File: config.mk
export PLATFORM = sky130hd
export DESIGN_NAME = id_pipe
export DESIGN_NICKNAME = d
export VERILOG_FILES = /design/src/rtl/id_pkg.sv /design/src/rtl/id_decode.sv /design/src/rtl/id_pipe.sv
export SDC_FILE = /design/constraint.sdc
export NUM_CORES = 1
export LEC_CHECK = 0
export ABC_AREA = 1
export BUFFER_PORTS_ARGS = -buffer_cell sky130_fd_sc_hd__clkbuf_2
export CAP_MARGIN = 25
export CORE_MARGIN = 10
export CORE_UTILIZATION = 48
export CTS_CLUSTER_DIAMETER = 60
export DETAILED_ROUTE_END_ITERATION = 10
export PLACE_DENSITY = 0.87
export SETUP_SLACK_MARGIN = 0.1
export SLEW_MARGIN = 30
export SYNTH_ARGS = -nofsm -noshare
export SYNTH_HDL_FRONTEND = slang
export SYNTH_SLANG_ARGS = --single-unit
File: constraint.sdc
create_clock -name clk -period 1.7 [get_ports clk]
set_input_delay 0.255 -clock clk [delete_from_list [all_inputs] [get_ports clk]]
set_output_delay 0.255 -clock clk [all_outputs]
set_load 0.02 [all_outputs]
File: src/rtl/id_pkg.sv
// Shared decode constants, ALU codes and the decoder result struct for the
// id_pipe decode stage.
package id_pkg;

  localparam int unsigned INST_W   = 32;
  localparam int unsigned OP_W     = 6;
  localparam int unsigned REG_W    = 5;
  localparam int unsigned IMM_W    = 32;

  localparam logic [OP_W-1:0] OP_SPECIAL = 6'h00;
  localparam logic [OP_W-1:0] OP_ANDI    = 6'h0C;
  localparam logic [OP_W-1:0] OP_ORI     = 6'h0D;
  localparam logic [OP_W-1:0] OP_XORI    = 6'h0E;
  localparam logic [OP_W-1:0] OP_LUI     = 6'h0F;

  localparam logic [OP_W-1:0] FN_SLL = 6'h00;
  localparam logic [OP_W-1:0] FN_SRL = 6'h02;
  localparam logic [OP_W-1:0] FN_SRA = 6'h03;
  localparam logic [OP_W-1:0] FN_AND = 6'h24;
  localparam logic [OP_W-1:0] FN_OR  = 6'h25;
  localparam logic [OP_W-1:0] FN_XOR = 6'h26;
  localparam logic [OP_W-1:0] FN_NOR = 6'h27;

  localparam logic [IMM_W-1:0] ZERO_WORD = 32'h0000_0000;

  typedef enum logic [7:0] {
    ALU_NOP = 8'h00,
    ALU_SRL = 8'h02,
    ALU_SRA = 8'h03,
    ALU_AND = 8'h24,
    ALU_OR  = 8'h25,
    ALU_XOR = 8'h26,
    ALU_NOR = 8'h27,
    ALU_SLL = 8'h7C
  } aluop_e;

  typedef enum logic [2:0] {
    SEL_NOP   = 3'd0,
    SEL_LOGIC = 3'd1,
    SEL_SHIFT = 3'd2
  } alusel_e;

  // imm carries the value substituted for whichever read port is unused.
  typedef struct packed {
    aluop_e           aluop;
    alusel_e          alusel;
    logic             reg1_read;
    logic             reg2_read;
    logic [REG_W-1:0] raddr1;
    logic [REG_W-1:0] raddr2;
    logic [REG_W-1:0] wd;
    logic             wreg;
    logic [IMM_W-1:0] imm;
    logic             invalid;
  } dec_t;

endpackage

File: src/rtl/id_decode.sv
// Combinational instruction decoder for the logic/shift MIPS subset.
module id_decode
  import id_pkg::*;
(
  input  logic [INST_W-1:0] inst_i,
  output dec_t              dec_o
);

  logic [OP_W-1:0]  op;
  logic [OP_W-1:0]  funct;
  logic [REG_W-1:0] rt;
  logic [REG_W-1:0] rd;
  logic [REG_W-1:0] sa;
  logic [15:0]      imm16;

  assign op    = inst_i[31:26];
  assign rt    = inst_i[20:16];
  assign rd    = inst_i[15:11];
  assign sa    = inst_i[10:6];
  assign funct = inst_i[5:0];
  assign imm16 = inst_i[15:0];

  always_comb begin
    dec_o         = '0;
    dec_o.aluop   = ALU_NOP;
    dec_o.alusel  = SEL_NOP;
    dec_o.imm     = ZERO_WORD;
    dec_o.invalid = 1'b1;
    dec_o.raddr1  = inst_i[25:21];
    dec_o.raddr2  = rt;

    unique case (op)
      OP_ORI, OP_ANDI, OP_XORI, OP_LUI: begin
        dec_o.invalid   = 1'b0;
        dec_o.alusel    = SEL_LOGIC;
        dec_o.reg1_read = 1'b1;
        dec_o.wd        = rt;
        dec_o.wreg      = 1'b1;
        dec_o.imm       = IMM_W'({16'h0000, imm16});
        unique case (op)
          OP_ANDI: dec_o.aluop = ALU_AND;
          OP_XORI: dec_o.aluop = ALU_XOR;
          OP_LUI: begin
            dec_o.aluop = ALU_OR;
            dec_o.imm   = IMM_W'({imm16, 16'h0000});
          end
          default: dec_o.aluop = ALU_OR;
        endcase
      end
      OP_SPECIAL: begin
        unique case (funct)
          FN_AND, FN_OR, FN_XOR, FN_NOR: begin
            dec_o.invalid   = 1'b0;
            dec_o.alusel    = SEL_LOGIC;
            dec_o.reg1_read = 1'b1;
            dec_o.reg2_read = 1'b1;
            dec_o.wd        = rd;
            dec_o.wreg      = 1'b1;
            unique case (funct)
              FN_AND:  dec_o.aluop = ALU_AND;
              FN_OR:   dec_o.aluop = ALU_OR;
              FN_XOR:  dec_o.aluop = ALU_XOR;
              default: dec_o.aluop = ALU_NOR;
            endcase
          end
          FN_SLL, FN_SRL, FN_SRA: begin
            dec_o.invalid   = 1'b0;
            dec_o.alusel    = SEL_SHIFT;
            dec_o.reg2_read = 1'b1;
            dec_o.wd        = rd;
            dec_o.wreg      = 1'b1;
            dec_o.imm       = IMM_W'(sa);
            unique case (funct)
              FN_SRL:  dec_o.aluop = ALU_SRL;
              FN_SRA:  dec_o.aluop = ALU_SRA;
              default: dec_o.aluop = ALU_SLL;
            endcase
          end
          default: ;
        endcase
      end
      default: ;
    endcase

    // Writes to $0 are architecturally discarded.
    if (dec_o.wd == '0) dec_o.wreg = 1'b0;
  end

endmodule

File: src/rtl/id_pipe.sv
// Decode stage with operand forwarding, load-use stall and the ID/EX
// pipeline register behind valid/ready handshakes.
module id_pipe
  import id_pkg::*;
#(
  parameter int unsigned DW       = 32,
  parameter int unsigned RAW      = 5,
  parameter int unsigned ALUOP_W  = 8,
  parameter int unsigned ALUSEL_W = 3,
  parameter bit          FWD_EN   = 1'b1
) (
  input  logic                clk,
  input  logic                rst,
  input  logic                in_valid,
  output logic                in_ready,
  input  logic [31:0]         in_pc,
  input  logic [31:0]         in_inst,
  input  logic                flush,
  output logic [RAW-1:0]      reg1_addr_o,
  output logic [RAW-1:0]      reg2_addr_o,
  output logic                reg1_read_o,
  output logic                reg2_read_o,
  input  logic [DW-1:0]       reg1_data_i,
  input  logic [DW-1:0]       reg2_data_i,
  input  logic                ex_valid,
  input  logic                ex_wreg,
  input  logic                ex_is_load,
  input  logic [RAW-1:0]      ex_wd,
  input  logic [DW-1:0]       ex_wdata,
  input  logic                mem_wreg,
  input  logic [RAW-1:0]      mem_wd,
  input  logic [DW-1:0]       mem_wdata,
  output logic                out_valid,
  input  logic                out_ready,
  output logic [31:0]         out_pc,
  output logic [ALUOP_W-1:0]  out_aluop,
  output logic [ALUSEL_W-1:0] out_alusel,
  output logic [DW-1:0]       out_reg1,
  output logic [DW-1:0]       out_reg2,
  output logic [RAW-1:0]      out_wd,
  output logic                out_wreg,
  output logic                out_inst_invalid
);

  dec_t dec;

  id_decode u_dec (
    .inst_i (in_inst),
    .dec_o  (dec)
  );

  logic [RAW-1:0] addr1, addr2;
  logic [DW-1:0]  imm_ext, op1, op2;
  logic           ex_hit1, ex_hit2, mem_hit1, mem_hit2;
  logic           hazard, accept;

  assign addr1       = RAW'(dec.raddr1);
  assign addr2       = RAW'(dec.raddr2);
  assign reg1_addr_o = addr1;
  assign reg2_addr_o = addr2;
  assign reg1_read_o = dec.reg1_read;
  assign reg2_read_o = dec.reg2_read;
  assign imm_ext     = DW'(dec.imm);

  assign ex_hit1  = ex_valid & ex_wreg & (ex_wd == addr1);
  assign ex_hit2  = ex_valid & ex_wreg & (ex_wd == addr2);
  assign mem_hit1 = mem_wreg & (mem_wd == addr1);
  assign mem_hit2 = mem_wreg & (mem_wd == addr2);

  function automatic logic [DW-1:0] resolve(input logic used, input logic zero_addr,
                                            input logic ex_hit, input logic mem_hit,
                                            input logic [DW-1:0] rf, input logic [DW-1:0] imm);
    if (!used)                               return imm;
    else if (zero_addr)                      return '0;
    else if (FWD_EN && ex_hit && !ex_is_load) return ex_wdata;
    else if (FWD_EN && mem_hit)               return mem_wdata;
    else                                     return rf;
  endfunction

  function automatic logic port_hazard(input logic used, input logic zero_addr,
                                       input logic ex_hit, input logic mem_hit);
    return used && !zero_addr &&
           ((ex_hit && ex_is_load) || (!FWD_EN && (ex_hit || mem_hit)));
  endfunction

  always_comb begin
    op1    = resolve(dec.reg1_read, addr1 == '0, ex_hit1, mem_hit1, reg1_data_i, imm_ext);
    op2    = resolve(dec.reg2_read, addr2 == '0, ex_hit2, mem_hit2, reg2_data_i, imm_ext);
    hazard = port_hazard(dec.reg1_read, addr1 == '0, ex_hit1, mem_hit1) |
             port_hazard(dec.reg2_read, addr2 == '0, ex_hit2, mem_hit2);
  end

  logic valid_q, valid_d;

  assign in_ready = !flush && !hazard && (!valid_q || out_ready);
  assign accept   = in_valid && in_ready;

  // Flush beats accept; a drained output with nothing accepted becomes a bubble.
  always_comb begin
    valid_d = valid_q;
    if (flush)          valid_d = 1'b0;
    else if (accept)    valid_d = 1'b1;
    else if (out_ready) valid_d = 1'b0;
  end

  logic [31:0]         pc_q;
  logic [ALUOP_W-1:0]  aluop_q;
  logic [ALUSEL_W-1:0] alusel_q;
  logic [DW-1:0]       reg1_q, reg2_q;
  logic [RAW-1:0]      wd_q;
  logic                wreg_q, invalid_q;

  always_ff @(posedge clk or negedge rst) begin
    if (!rst) begin
      valid_q   <= 1'b0;
      pc_q      <= '0;
      aluop_q   <= '0;
      alusel_q  <= '0;
      reg1_q    <= '0;
      reg2_q    <= '0;
      wd_q      <= '0;
      wreg_q    <= 1'b0;
      invalid_q <= 1'b0;
    end else begin
      valid_q <= valid_d;
      if (accept) begin
        pc_q      <= in_pc;
        aluop_q   <= ALUOP_W'(dec.aluop);
        alusel_q  <= ALUSEL_W'(dec.alusel);
        reg1_q    <= op1;
        reg2_q    <= op2;
        wd_q      <= RAW'(dec.wd);
        wreg_q    <= dec.wreg;
        invalid_q <= dec.invalid;
      end
    end
  end

  assign out_valid        = valid_q;
  assign out_pc           = pc_q;
  assign out_aluop        = aluop_q;
  assign out_alusel       = alusel_q;
  assign out_reg1         = reg1_q;
  assign out_reg2         = reg2_q;
  assign out_wd           = wd_q;
  assign out_wreg         = wreg_q;
  assign out_inst_invalid = invalid_q;

endmodule

==> results.txt <==
Depth of the worst hold-timing path: 3. The die outline height was 142 um. Summing over every cut layer, the via total after detailed routing is 9,645.

The tools report the launching element type of the critical path as an input pin. The leakage power of the design was 6.53 nW. Detailed routing placed a total of 4440 um of wire on met3.

For the relative slew slack, the log shows 65.1%. End point of the critical path: in_ready. Source-to-sink clock delay at the later pin of the worst-skew pair: 0.36 ns. The library cell used most frequently in the layout, excluding fill and tap cells, is nand2_1. Clock tree synthesis selected as its root buffer the cell clkbuf_16. The top cell type by area accounts for 38.7% of the synthesized area. Sorting the synthesized cells by area gives the leading types as dfrtp_1 (39%), nand2_1 (26%), nor2_1 (6.9%).

The class of the tightest hold or removal check is in -> reg. The final reports fail on setup timing. The logs give -0.0735 ns for the final sum of negative setup slack and 30.1% for the aggregate global-route resource usage. The first global-routing pass estimated 47,800 um of wire. The worst register-to-register path has a depth of 7. In this run the tool buffered the top-level ports with 336 buffer cells.

The kind of end point of the critical path is an output port. Summed over all nets, wire length on met2 after detailed routing comes to 17,200 um. The logs give 1.49 ns for the arrival time reported for the critical path endpoint and 462 uV for the peak supply drop. Power spread over the standard cell area amounts to 642 mW/mm^2. For the pin with the worst max-slew slack, the measured transition is 0.523 ns. CTS saw 110 sinks. The detail route stage leaves a number of antenna-violating nets equal to 0. Final-report max-slew violation count: 0. The tools report the via count of the first global-routing pass as 8,681. The finished cells cover 0.0110 mm^2. Dividing the detail-routed via count by the number of cells gives 5.61. In this run, synthesis produced a sequential element count of 110.

The tools report the share of the core filled with cells in the final layout as 75.4%. The tools report the total iterations of the first detailed-routing run as 7. dfrtp_1 takes more of the synthesized area than any other cell.

In the final routed layout, each cell accounts on average for 21.3 um. The worst setup slack before clock tree synthesis came out at -0.251 ns. The logs give 25,100 um for the placed wire-length estimate and 2 for the initial antenna violation count.

The number of H-tree levels is 3. The flop-to-flop setup slack was 0.10 ns. For the finished layout, the period the worst path requires is 1.75 ns.

The run gives 27 as the distinct cell type count after synthesis. A synthesized cell averages 6.32 um^2. The flow ran to the end, but the final reports show violations. Setup violations remaining at the end of the flow were counted as 4. The launching point of the worst reg2reg path was out_valid$_DFFE_PN0P_. In this run the standard cell core region covers 0.0145 mm^2. The critical path in this run is classified as in -> out. For the initial core utilization, the log shows 49.0%. The origin of the worst setup path was in_inst[5].

The number of nets in the layout was 1,739. TritonCTS built the clock tree. Multiplexer cells account for 0% of the synthesized area. The run gives 339 as the count of boundary I/O pins. The post-synthesis share of cell area spent on xor and xnor gates was 0.123%.

For the yosys synthesis warning count, the log shows 0. No sink is reached through more buffers than the 2 on the longest clock path. For the initial DRC count, the log shows 1,144.

The simple-gate share of the synthesized area is 43.3%, and the data required time at the worst endpoint is 1.44 ns. Main combinational cell family by area after synthesis: simple AND/OR/NAND/NOR gates. From synthesis to final layout, the design area changed by 53.8%.

In the layout the commonest cells are nand2_1 (420), clkbuf_2 (327), nor2_1 (122). Fmax: 572 MHz. The design draws 7.03 mW. The logs give 0 for the detailed-route DRC error count and 44 for the number of placement rows. The share of the clock period used by the worst path was 103%. The largest net degree at the start of global routing is 50, and the total congestion overflow after global routing is 0.

For the area enclosed by the die boundary, the log shows 0.0201 mm^2. The post-route netlist has 39.0% of its cells at a drive strength greater than 1. After clock tree synthesis, the clock-pin slew on the worst setup and hold paths is 0.08 ns.

The number of buffers created by CTS is 9. At the end of routability-driven placement, the weighted congestion stood at 0.966. The number of failing hold endpoints at the final stage was 0; the worst setup slack after layout was -0.0482 ns. In this run the cell area of the synthesized design comes to 0.00712 mm^2. Reg-to-reg endpoint: out_reg2[9]$_DFFE_PN0P_. Sequential cells were found to cover 38.7% of the synthesized design area. The synthesized netlist devotes 0% of its cell area to adder and majority cells.

Across the run, the number of max-cap violations was 0. The post-synthesis cell count was 1,127. The total cell area at the placement stage was 0.00955 mm^2. The setup clock skew after layout is 0.0129 ns. The die is 142 um wide. The synthesized netlist devotes 7.26% of its cell area to compound gates. The uppermost signal routing layer after detailed routing was met4. Setup repair after global routing could not meet its margin everywhere.

In the final routing, the length of wire on met1 measures 12,900 um. Biggest fanout along the worst timing path: 3. The total wire length was 36,600 um.
power breakdown:
part           internal [mW]  leakage (nW)  switching [mW]
Combinational          0.814          4.91            1.17
Sequential              2.77          1.48           0.114
Clock                   1.04         0.142            1.13
Total                   4.62          6.53            2.41
routing by layer:
metal	vias to the layer above	global-route usage (%)
met5	-	0
li1	4354	-
met3	157	8.71
met4	0	13.1
met2	712	50.0
met1	4422	35.3
metrics by stage:
stage,hold slack (ns),instances
global route,0.0935,1719
CTS,0.0796,1682
detailed placement,0.257,1661
floorplan,-0.0406,1128
global placement,0.255,1661
finish,0.0869,1719
final cells by class:
type                    instances  area (um^2)
diodes                          2         5.00
repair buffers                463         3340
flip-flops and latches        110         2750
clock inverters                 6         62.6
inverters                      85          355
clock buffers                  10          229
fillers                      1133         3580
repair inverters                1         16.3
well taps                     184          230
multi-input cells             858         3960
critical path: stages:
cell	delay [ns]
clkbuf_2	0.12
nor2_2	0.20
nand3_4	0.11
nand2_4	0.11
nand2_8	0.06
nor2_4	0.10
nand2_2	0.08
nand2_2	0.07
nand2_2	0.06
buf_6	0.12
nand2_4	0.05
inv_2	0.04
buf_8	0.12
flip-flops by register name, indices dropped and copies added, names as in the netlist:
signal,flops
out_wreg,1
out_valid,1
out_reg2,32
out_inst_invalid,1
out_reg1,32
out_aluop,4
out_alusel,2
out_pc,32
out_wd,5
kinds of logic after synthesis:
group	count (synthesis)
compound gates	102
xor+xnor	1
buf+inv	160
flops	110
other cells	1
simple gates	753
what timing repair did:
item                                    CTS  global route
hold buffers                              1             0
gates cloned                              0            25
endpoints found under the setup margin    1           112
setup buffers                             4            10
resized for setup                        40           120
pin swaps                                22            32
endpoints found under the hold margin    30             0
worst min path at each step:
stage	startpoint	end	slack (ns)
floorplan	rst	out_aluop[0]$_DFFE_PN0P_	-0.04
global placement	rst	out_reg1[21]$_DFFE_PN0P_	0.26
detailed placement	rst	out_reg1[23]$_DFFE_PN0P_	0.26
CTS	in_pc[27]	out_pc[27]$_DFFE_PN0P_	0.08
global route	in_pc[27]	out_pc[27]$_DFFE_PN0P_	0.09
finish	in_pc[27]	out_pc[27]$_DFFE_PN0P_	0.09
cell usage after synthesis (all sizes together):
library cell and count:
a21oi 2, buf 42, clkbuf 33, clkinv 1
conb 1, dfrtp 110, inv 84, nand2 499
nand3 72, nand3b 1, nand4 41, nor2 135
nor3 4, o21ai 95, o22ai 5, or2 1
xnor2 1
No activity file was read; power rests on OpenSTA's default activity.
